## src/rtl/dot_field_controller.sv

```systemverilog
// rtl/dot_field_controller.sv - pellet grid owner: per-frame hit scanner, score, power timer, pixel mask
module dot_field_controller #(
    parameter int COLS         = 4,
    parameter int ROWS         = 4,
    parameter int ORIGIN_X     = 64,
    parameter int ORIGIN_Y     = 64,
    parameter int PITCH_LOG2   = 5,
    parameter int DOT_SIZE     = 4,
    parameter int PAC_SIZE     = 16,
    parameter int HIT_RADIUS   = 4,
    parameter int DOT_POINTS   = 10,
    parameter int POWER_POINTS = 50,
    parameter int POWER_FRAMES = 120,
    parameter int POWER_EN     = 1,
    localparam int NUM_DOTS    = COLS * ROWS,
    localparam int CNT_W       = $clog2(NUM_DOTS + 1)
) (
    input  logic             Clk,
    input  logic             Reset,
    input  logic             frame_tick,
    input  logic             clr_dots,
    input  logic [9:0]       pac_X,
    input  logic [9:0]       pac_Y,
    input  logic [9:0]       DrawX,
    input  logic [9:0]       DrawY,
    output logic             dot_pixel,
    output logic             power_pixel,
    output logic [15:0]      score,
    output logic [CNT_W-1:0] dots_left,
    output logic             power_active,
    output logic             scan_busy,
    output logic             level_clear
);
    localparam int IDX_W = (NUM_DOTS > 1) ? $clog2(NUM_DOTS) : 1;
    localparam int TMR_W = $clog2(POWER_FRAMES + 1);
    localparam logic signed [11:0] HR = 12'(HIT_RADIUS);

    function automatic logic [NUM_DOTS-1:0] power_map();
        logic [NUM_DOTS-1:0] m;
        m = '0;
        if (POWER_EN != 0) begin
            m[0]             = 1'b1;
            m[COLS-1]        = 1'b1;
            m[NUM_DOTS-COLS] = 1'b1;
            m[NUM_DOTS-1]    = 1'b1;
        end
        return m;
    endfunction

    localparam logic [NUM_DOTS-1:0] POWER_MAP = power_map();

    typedef enum logic [1:0] {S_IDLE, S_SCAN, S_DONE} state_t;

    state_t              state_q, state_d;
    logic [IDX_W-1:0]    idx_q, idx_d, col_q, col_d, row_q, row_d;
    logic [9:0]          pac_x_q, pac_x_d, pac_y_q, pac_y_d;
    logic [NUM_DOTS-1:0] eaten_q, eaten_d;
    logic [15:0]         score_q, score_d;
    logic [CNT_W-1:0]    dots_q, dots_d;
    logic [TMR_W-1:0]    tmr_q, tmr_d;
    logic                zero_q, zero_d;

    logic signed [11:0]  pac_cx, pac_cy, dot_cx, dot_cy, dx, dy;
    logic                hit, cur_power, take;
    logic [16:0]         score_sum;

    // 12-bit signed centres keep the differences free of wrap-around
    always_comb begin
        pac_cx = signed'({2'b00, pac_x_q} + 12'(PAC_SIZE / 2));
        pac_cy = signed'({2'b00, pac_y_q} + 12'(PAC_SIZE / 2));
        dot_cx = signed'(12'(ORIGIN_X + DOT_SIZE / 2) + (12'(col_q) << PITCH_LOG2));
        dot_cy = signed'(12'(ORIGIN_Y + DOT_SIZE / 2) + (12'(row_q) << PITCH_LOG2));
        dx     = pac_cx - dot_cx;
        dy     = pac_cy - dot_cy;
        hit    = (dx <= HR) && (dx >= -HR) && (dy <= HR) && (dy >= -HR);
        cur_power = POWER_MAP[idx_q];
    end

    always_comb begin
        state_d   = state_q;
        idx_d     = idx_q;
        col_d     = col_q;
        row_d     = row_q;
        pac_x_d   = pac_x_q;
        pac_y_d   = pac_y_q;
        eaten_d   = eaten_q;
        score_d   = score_q;
        dots_d    = dots_q;
        tmr_d     = tmr_q;
        zero_d    = zero_q;
        score_sum = '0;
        take      = (state_q == S_SCAN) && hit && !eaten_q[idx_q] && !clr_dots;

        if (frame_tick && (tmr_q != '0)) tmr_d = tmr_q - TMR_W'(1);

        case (state_q)
            S_IDLE: begin
                if (frame_tick) begin
                    state_d = S_SCAN;
                    idx_d   = '0;
                    col_d   = '0;
                    row_d   = '0;
                    pac_x_d = pac_X;
                    pac_y_d = pac_Y;
                    zero_d  = 1'b0;
                end
            end
            S_SCAN: begin
                if (idx_q == IDX_W'(NUM_DOTS - 1)) begin
                    state_d = S_DONE;
                end else begin
                    idx_d = idx_q + IDX_W'(1);
                    if (col_q == IDX_W'(COLS - 1)) begin
                        col_d = '0;
                        row_d = row_q + IDX_W'(1);
                    end else begin
                        col_d = col_q + IDX_W'(1);
                    end
                end
            end
            S_DONE:  state_d = S_IDLE;
            default: state_d = S_IDLE;
        endcase

        if (take) begin
            eaten_d[idx_q] = 1'b1;
            dots_d    = dots_q - CNT_W'(1);
            score_sum = {1'b0, score_q} + (cur_power ? 17'(POWER_POINTS) : 17'(DOT_POINTS));
            score_d   = score_sum[16] ? 16'hFFFF : score_sum[15:0];
            if (cur_power) tmr_d = TMR_W'(POWER_FRAMES);
            // remember that this scan is the one that emptied the field
            if (dots_q == CNT_W'(1)) zero_d = 1'b1;
        end

        if (clr_dots) begin
            eaten_d = '0;
            dots_d  = CNT_W'(NUM_DOTS);
            state_d = S_IDLE;
        end
    end

    always_ff @(posedge Clk) begin
        if (Reset) begin
            state_q <= S_IDLE;
            idx_q   <= '0;
            col_q   <= '0;
            row_q   <= '0;
            pac_x_q <= '0;
            pac_y_q <= '0;
            eaten_q <= '0;
            score_q <= '0;
            dots_q  <= CNT_W'(NUM_DOTS);
            tmr_q   <= '0;
            zero_q  <= 1'b0;
        end else begin
            state_q <= state_d;
            idx_q   <= idx_d;
            col_q   <= col_d;
            row_q   <= row_d;
            pac_x_q <= pac_x_d;
            pac_y_q <= pac_y_d;
            eaten_q <= eaten_d;
            score_q <= score_d;
            dots_q  <= dots_d;
            tmr_q   <= tmr_d;
            zero_q  <= zero_d;
        end
    end

    logic [11:0]      rx, ry, px_col, px_row;
    logic [IDX_W-1:0] px_idx;
    logic             in_dot;

    // pitch is a power of two, so cell and offset fall out of shifts and low bits
    always_comb begin
        rx     = {2'b00, DrawX} - 12'(ORIGIN_X);
        ry     = {2'b00, DrawY} - 12'(ORIGIN_Y);
        px_col = rx >> PITCH_LOG2;
        px_row = ry >> PITCH_LOG2;
        in_dot = !rx[11] && !ry[11]
              && (px_col < 12'(COLS)) && (px_row < 12'(ROWS))
              && (rx[PITCH_LOG2-1:0] < PITCH_LOG2'(DOT_SIZE))
              && (ry[PITCH_LOG2-1:0] < PITCH_LOG2'(DOT_SIZE));
        px_idx = IDX_W'(px_row * 12'(COLS) + px_col);
        dot_pixel   = in_dot && !eaten_q[px_idx] && !POWER_MAP[px_idx];
        power_pixel = in_dot && !eaten_q[px_idx] &&  POWER_MAP[px_idx];
    end

    assign score        = score_q;
    assign dots_left    = dots_q;
    assign power_active = (tmr_q != '0);
    assign scan_busy    = (state_q == S_SCAN);
    assign level_clear  = (state_q == S_DONE) && (dots_q == '0) && zero_q;
endmodule

```

## config.mk

```make
export PLATFORM = sky130hd
export DESIGN_NAME = dot_field_controller
export DESIGN_NICKNAME = d
export VERILOG_FILES = /design/src/rtl/dot_field_controller.sv
export SDC_FILE = /design/constraint.sdc
export NUM_CORES = 1
export LEC_CHECK = 0
export CORE_MARGIN = 8
export CORE_UTILIZATION = 55
export DETAILED_ROUTE_END_ITERATION = 16
export GPL_ROUTABILITY_DRIVEN = 0
export PLACE_DENSITY = 0.82
export SYNTH_ARGS = -nofsm -noshare
export SYNTH_HDL_FRONTEND = slang
export SYNTH_SLANG_ARGS = --single-unit
```

## constraint.sdc

```tcl
create_clock -name Clk -period 6.4 [get_ports Clk]
set_input_delay 1.92 -clock Clk [delete_from_list [all_inputs] [get_ports Clk]]
set_output_delay 1.92 -clock Clk [all_outputs]
set_load 0.005 [all_outputs]
```

==> flow_summary_export.csv, run 1 <==
group,metric,value,unit
status,status,"complete, no violations",
power_and_ir_drop,power_density,197,nW/um^2
setup_path,critPathLaunch,"DrawX[6]",
layout,area_delta_synth_final,17.8,%
drt,drtIter0Drc,330,
drt,wirelength,12700,microns
min_path,min-delay-path-class,"flip-flop to flip-flop",
drt,wire_per_inst,16.1,microns
power_and_ir_drop,p_leak,0.00218,uW
placed_design,portBuffers,65,
setup_path,timing.rr.end,"score[9]$_SDFFE_PP0P_",
timing,fmax,160,MHz
drt,top_layer_used,"met4",
yosys,yosysWarnings,0,
drt,viasPerCell,5.90,
setup_path,rrSetupSlack,2.05,ns
drt,route.met2.wl,6340,microns
timing,min_period,6.25,ns
setup_path,crit_path_end_kind,"output port",
floorplan,dieArea,12500,sq um
timing,maxSlewHeadroom,13.0,%
setup_path,worstPathArrival,4.33,ns
timing,report.final.slew_viol_count,0,
floorplan,core,9060,sq um
layout,fin_cells,791,
floorplan,fp-row-count,35,
yosys,syn_area_per_cell,8.12,sq um
yosys,synth_top_area_cell,"dfxtp_1",
setup_path,crit_slowest_cell,"mux4_2",
yosys,synth_seq_cells,80,
placed_design,dp_hpwl,9270,microns
global_route,antenna_found_initial,0,
yosys,synthFlopType,"dfxtp_1",
yosys,synth_area_leaders,"dfxtp_1, ha_1, a21oi_1",
yosys,synth_edf_count,0,
drt,remaining_drc_errors,0,
drt,drtAntennaViolNets,0,
setup_path,rr_worst_depth,12,
cts,cts_num_sinks,80,
setup_path,critical_path_class,"input pin to output port",
layout,final_layout_size_suffix_gt1_share,6.03,%
floorplan,io_pins,70,
cts,clk_latency,0.36,ns
yosys,synthesis.nets,709,
global_route,first_global_vias,4505,
yosys,netlist_area,5060,sq um
floorplan,die_h,112,microns
drt,vias,4665,
timing,clock_skew,0.0163,ns
setup_path,critPathMaxFanout,2,
timing,setup_tns,0,ns
timing,tightest_slew,1.30,ns
layout,nets,762,
timing,fin_crit_sh,97.6,%
drt,m1WireLength,5530,microns
yosys,synthCells,623,
yosys,synth.distinct_cells,64,
setup_path,crit_chain,"clkdlybuf4s50_1 -> inv_1 -> ha_1 -> inv_1 -> ha_2 -> xnor2_2 -> xnor2_2 -> mux4_2 -> nor3_2 -> and2_1 -> clkdlybuf4s15_1",
setup_path,slowest_delay,0.54,ns
layout,fin_util,65.7,%
yosys,yosysSeqAreaShare,31.7,%
placed_design,place_ws,-0.353,ns
power_and_ir_drop,totalPowerFinal,1180,uW
cts,root_buffer,"clkbuf_8",
global_route,overflow,0,
layout,n_antenna_cell,0,
cts,numCtsBuffers,9,
cts,clock_path_buffers,2,
timing,setup_viol,0,
global_route,grt_max_degree,51,
timing,rsz0062_at_grt,"no",
yosys,synthArstFlopShare,0,%
yosys,yosysTopAreaCellShare,31.7,%
cts,cts.clk_slew.worst_paths,0.09,ns
cts,cts_tree,"yes",
drt,dr.pass1.iters,5,
drt,dr_wl_met3,674,microns
cts,htreeDepth,3,
setup_path,cp.required,4.48,ns
setup_path,endpoint,"power_pixel",
floorplan,dieWidth,112,microns
job,maxCapViolCount,0,
placed_design,dpl.cell_count,775,
floorplan,initial_utilization,55.8,%
global_route,grt_pass1_wl,20800,microns
power_and_ir_drop,max-vdd-ir-drop,0.102,mV
timing,hold_viol,0,
setup_path,startpoint_type,"input pin",
setup_path,r2r-start,"pac_y_q[6]$_SDFFE_PP0P_",
timing,setup_ws,0.152,ns
global_route,track_usage,19.9,%
[metal layers]
| layer | global-route usage [%] | vias to the layer above |
|---|---|---|
| li1 | - | 2314 |
| met1 | 23.7 | 2202 |
| met2 | 34.8 | 131 |
| met3 | 3.63 | 18 |
| met4 | 6.93 | 0 |
| met5 | 0 | - |
[sequential cells by signal, indices dropped and copies added (netlist names)]
signal     flops
zero_q         1
idx_q          4
cur_power      1
tmr_q          7
state_q        2
eaten_q       16
score         16
row_q          4
pac_x_q       10
pac_y_q       10
col_q          4
dots_left      5
[what timing repair did]
action                     in CTS  in global routing
hold buffers                    0                  0
pin swaps                       2                  3
setup endpoints to repair       2                  2
setup buffers                   1                  0
gates resized for setup         6                  3
[stage by stage]
step | area (sq um) | hold slack [ns]
2_1_floorplan | 5060 | 0.427
3_3_place_gp | 5760 | 0.434
3_5_place_dp | 5760 | 0.447
4_1_cts | 5960 | 0.460
5_1_grt | 5960 | 0.485
6_report | 5960 | 0.460
[cell type report]
type | count | area [sq um]
clock buffers | 10 | 138
clock inverters | 5 | 33.8
fillers | 773 | 3110
inverters | 65 | 244
multi-input cells | 450 | 3120
flip-flops and latches | 80 | 1600
well taps | 111 | 139
repair buffers | 70 | 683
[cell families after synthesis]
family	after synthesis	share of synthesized area (%)
adders and majority gates	42	10.4
buffers and inverters	93	7.15
muxes	15	5.22
xor gates and xnor gates	34	5.89
and+or+nand+nor	233	24.4
DFF	80	31.7
AOI/OAI and AO/OA	126	15.3
[cells in the mapped netlist, types with 2 or more instances]
master	count
a21oi_1	66
dfxtp_1	80
or3_1	5
nand2b_1	4
a32oi_1	2
or4_1	8
nand4b_1	3
a211oi_1	5
nor4_1	4
nor4b_1	4
o21ai_1	2
mux4_2	9
xnor2_1	19
nand2_1	69
clkbuf_1	22
nand3_1	12
a221oi_1	2
and4_1	2
xor2_1	15
and2_1	6
and4b_1	2
o21a_1	3
a311oi_1	8
and3b_1	2
nor3_1	18
nand4_1	23
nor3b_1	3
a2111oi_0	3
and3_1	7
inv_1	65
mux2i_1	5
o21ai_0	9
nor2b_1	12
ha_1	42
o31ai_1	4
buf_2	4
a31oi_1	9
nor2_1	39
[power breakdown]
| part | internal, uW | switching, uW |
|---|---|---|
| registers | 524 | 22.6 |
| logic | 144 | 147 |
| clock network | 149 | 189 |
| total | 816 | 359 |
[worst min-delay path by stage]
stage,start,to,slack [ns],cells after the start
2_1_floorplan,tmr_q[6]$_SDFF_PP0_,tmr_q[6]$_SDFF_PP0_,0.43,2
3_3_place_gp,tmr_q[6]$_SDFF_PP0_,tmr_q[6]$_SDFF_PP0_,0.43,2
3_5_place_dp,tmr_q[6]$_SDFF_PP0_,tmr_q[6]$_SDFF_PP0_,0.45,2
4_1_cts,tmr_q[6]$_SDFF_PP0_,tmr_q[6]$_SDFF_PP0_,0.46,2
5_1_grt,pac_x_q[8]$_SDFFE_PP0P_,pac_x_q[8]$_SDFFE_PP0P_,0.49,2
6_report,tmr_q[6]$_SDFF_PP0_,tmr_q[6]$_SDFF_PP0_,0.46,2
[placed cells by master, fill, tap and decap left out, drive strengths merged, types with 4 or more instances in the layout]
cell,count
a311oi,8
nor4,5
or4,8
dfxtp,80
nand4,23
nor2,39
or3,5
nor2b,12
a2111oi,4
a211oi,5
a31oi,9
a21oi,66
clkdlybuf4s50,63
inv,65
mux4,9
mux2i,5
o21ai,11
nand3,12
buf,5
ha,42
nor3,18
xnor2,19
o21a,4
nand2,69
and3,8
clkbuf,11
nor4b,5
o31ai,4
nand2b,4
xor2,15
and2,6
[critical path, delay by kind of cell]
| family | cells | cell delay (ns) |
|---|---|---|
| buf+inv | 4 | 0.80 |
| mux | 1 | 0.54 |
| fa+ha+maj | 2 | 0.46 |
| xor+xnor | 2 | 0.33 |
| simple gates | 2 | 0.27 |
No activity file was read; power rests on OpenSTA's default activity.
==> run 2, diff against run 1 <==
Settings changed: SLEW_MARGIN set to 20.
==> run 2 against run 1 <==
Setup slack lost 0.0011 ns. Via count grew 0.30%. Global-route usage is the same. Core utilization is the same. Fmax is essentially flat. Cell area is the same. Total power shrank 0.11%. Critical path type unchanged. Non-clock buffer count is the same. Sequential power is essentially flat. Critical path depth is the same. Final cell count is the same. Register-to-register slack gained 0.02 ns.
==> flow_summary_export.csv, run 2 (same netlist as run 1, synthesis figures left out) <==
group,metric,value,unit
timing,report.final.slew_viol_count,0,
drt,top_layer_used,"met4",
power_and_ir_drop,totalPowerFinal,1170,uW
layout,area_delta_synth_final,17.8,%
power_and_ir_drop,p_leak,0.00218,uW
timing,setup_viol,0,
layout,multiInputGateArea,3120,sq um
drt,remaining_drc_errors,0,
floorplan,dieWidth,112,microns
drt,drtAntennaViolNets,0,
power_and_ir_drop,power_density,197,nW/um^2
drt,dr_wl_met3,689,microns
setup_path,critPathMaxFanout,2,
drt,drtIter0Drc,320,
timing,hold_viol,0,
layout,final_layout_size_suffix_gt1_share,6.03,%
cts,hold_buffers,0,
floorplan,fp-row-count,35,
min_path,min-delay-path-class,"flip-flop to flip-flop",
global_route,first_global_vias,4505,
setup_path,cp.required,4.48,ns
drt,route.met2.wl,6330,microns
setup_path,worstPathArrival,4.33,ns
floorplan,io_pins,70,
timing,setup_tns,0,ns
timing,setup_ws,0.151,ns
cts,clock_path_buffers,2,
drt,wire_per_inst,16.1,microns
drt,viasPerCell,5.92,
layout,layout.area.seq,1600,sq um
cts,root_buffer,"clkbuf_8",
cts,cts_num_sinks,80,
timing,fin_crit_sh,97.6,%
placed_design,dpl_cell_area,5760,sq um
timing,clock_skew,0.0141,ns
layout,fin_cells,791,
global_route,grt_pass1_wl,20800,microns
drt,vias,4679,
layout,nFillCells,773,
cts,numCtsBuffers,9,
floorplan,dieArea,12500,sq um
layout,layout_commonest_cell,"dfxtp_1",
global_route,overflow,0,
global_route,antenna_found_initial,0,
setup_path,startpoint_type,"input pin",
timing,tightest_slew,0.944,ns
global_route,grt_max_degree,51,
cts,clk_latency,0.36,ns
floorplan,initial_utilization,55.8,%
status,status,"complete, no violations",
cts,cts.clk_slew.worst_paths,0.09,ns
power_and_ir_drop,max-vdd-ir-drop,0.102,mV
layout,n_antenna_cell,0,
placed_design,dpl.cell_count,775,
timing,maxSlewHeadroom,36.4,%
cts,htreeDepth,3,
placed_design,dp_hpwl,9270,microns
global_route,track_usage,19.9,%
cts,cts_tree,"yes",
timing,min_period,6.25,ns
floorplan,die_h,112,microns
layout,mostFrequentLayoutCells,"dfxtp_1, nand2_1, a21oi_1",
setup_path,critical_path_class,"input pin to output port",
drt,m1WireLength,5470,microns
job,maxCapViolCount,0,
timing,fmax,160,MHz
timing,rsz0062_at_grt,"no",
layout,nets,762,
placed_design,place_ws,-0.353,ns
drt,wirelength,12700,microns
drt,dr.pass1.iters,5,
setup_path,crit_path_end_kind,"output port",
placed_design,portBuffers,65,
floorplan,core,9060,sq um
layout,fin_area,5960,sq um
run 2: area by class of cell:
class,instances,area share (%)
Tap cell,111,2.33
Clock buffer,10,2.31
Inverter,65,4.10
Multi-Input combinational cell,450,52.3
Sequential cell,80,26.9
Clock inverter,5,0.567
Timing Repair Buffer,70,11.5
run 2: per-layer routing:
layer,track usage (%),vias to the layer above
met4,6.93,0
li1,-,2317
met1,23.7,2202
met3,3.63,22
met2,34.8,138
met5,0,-
run 2: final timing paths:
| path | startpoint | slack, ns | cells after the start | to |
|---|---|---|---|---|
| worst max-delay path | DrawX[6] | 0.15 | 11 | power_pixel |
| worst min-delay path | tmr_q[6]$_SDFF_PP0_ | 0.46 | 2 | tmr_q[6]$_SDFF_PP0_ |
| worst max register to register | pac_y_q[6]$_SDFFE_PP0P_ | 2.07 | 12 | score[9]$_SDFFE_PP0P_ |
| worst min register to register | tmr_q[6]$_SDFF_PP0_ | 0.46 | 2 | tmr_q[6]$_SDFF_PP0_ |
run 2: stage by stage:
| step | util [%] | hold WS [ns] |
|---|---|---|
| finish | 65.7 | 0.460 |
| global route | 65.7 | 0.485 |
| CTS | 65.7 | 0.460 |
| detailed placement | 63.5 | 0.447 |
| global placement | 63.5 | 0.434 |
| floorplan | - | 0.427 |
run 2: what timing repair did:
item,in CTS,in global routing
gates resized for setup,6,3
pin swaps,2,3
buffers inserted,1,0
endpoints found under the hold margin,0,0
setup endpoints to repair,2,2
cloned,0,0
run 2: report_power, final:
group          total [uW]  leakage [uW]  internal (uW)  switching, uW
clock                 337     0.0000841            149            188
sequential            546      0.000649            524           22.6
combinational         291       0.00145            144            147
total                1170       0.00218            816            358
run 2: worst max-delay path: stages:
cell,delay (ns)
clkdlybuf4s50_1,0.49
inv_1,0.06
ha_1,0.28
inv_1,0.05
ha_2,0.18
xnor2_2,0.14
xnor2_2,0.19
mux4_2,0.54
nor3_2,0.13
and2_1,0.14
clkdlybuf4s15_1,0.20
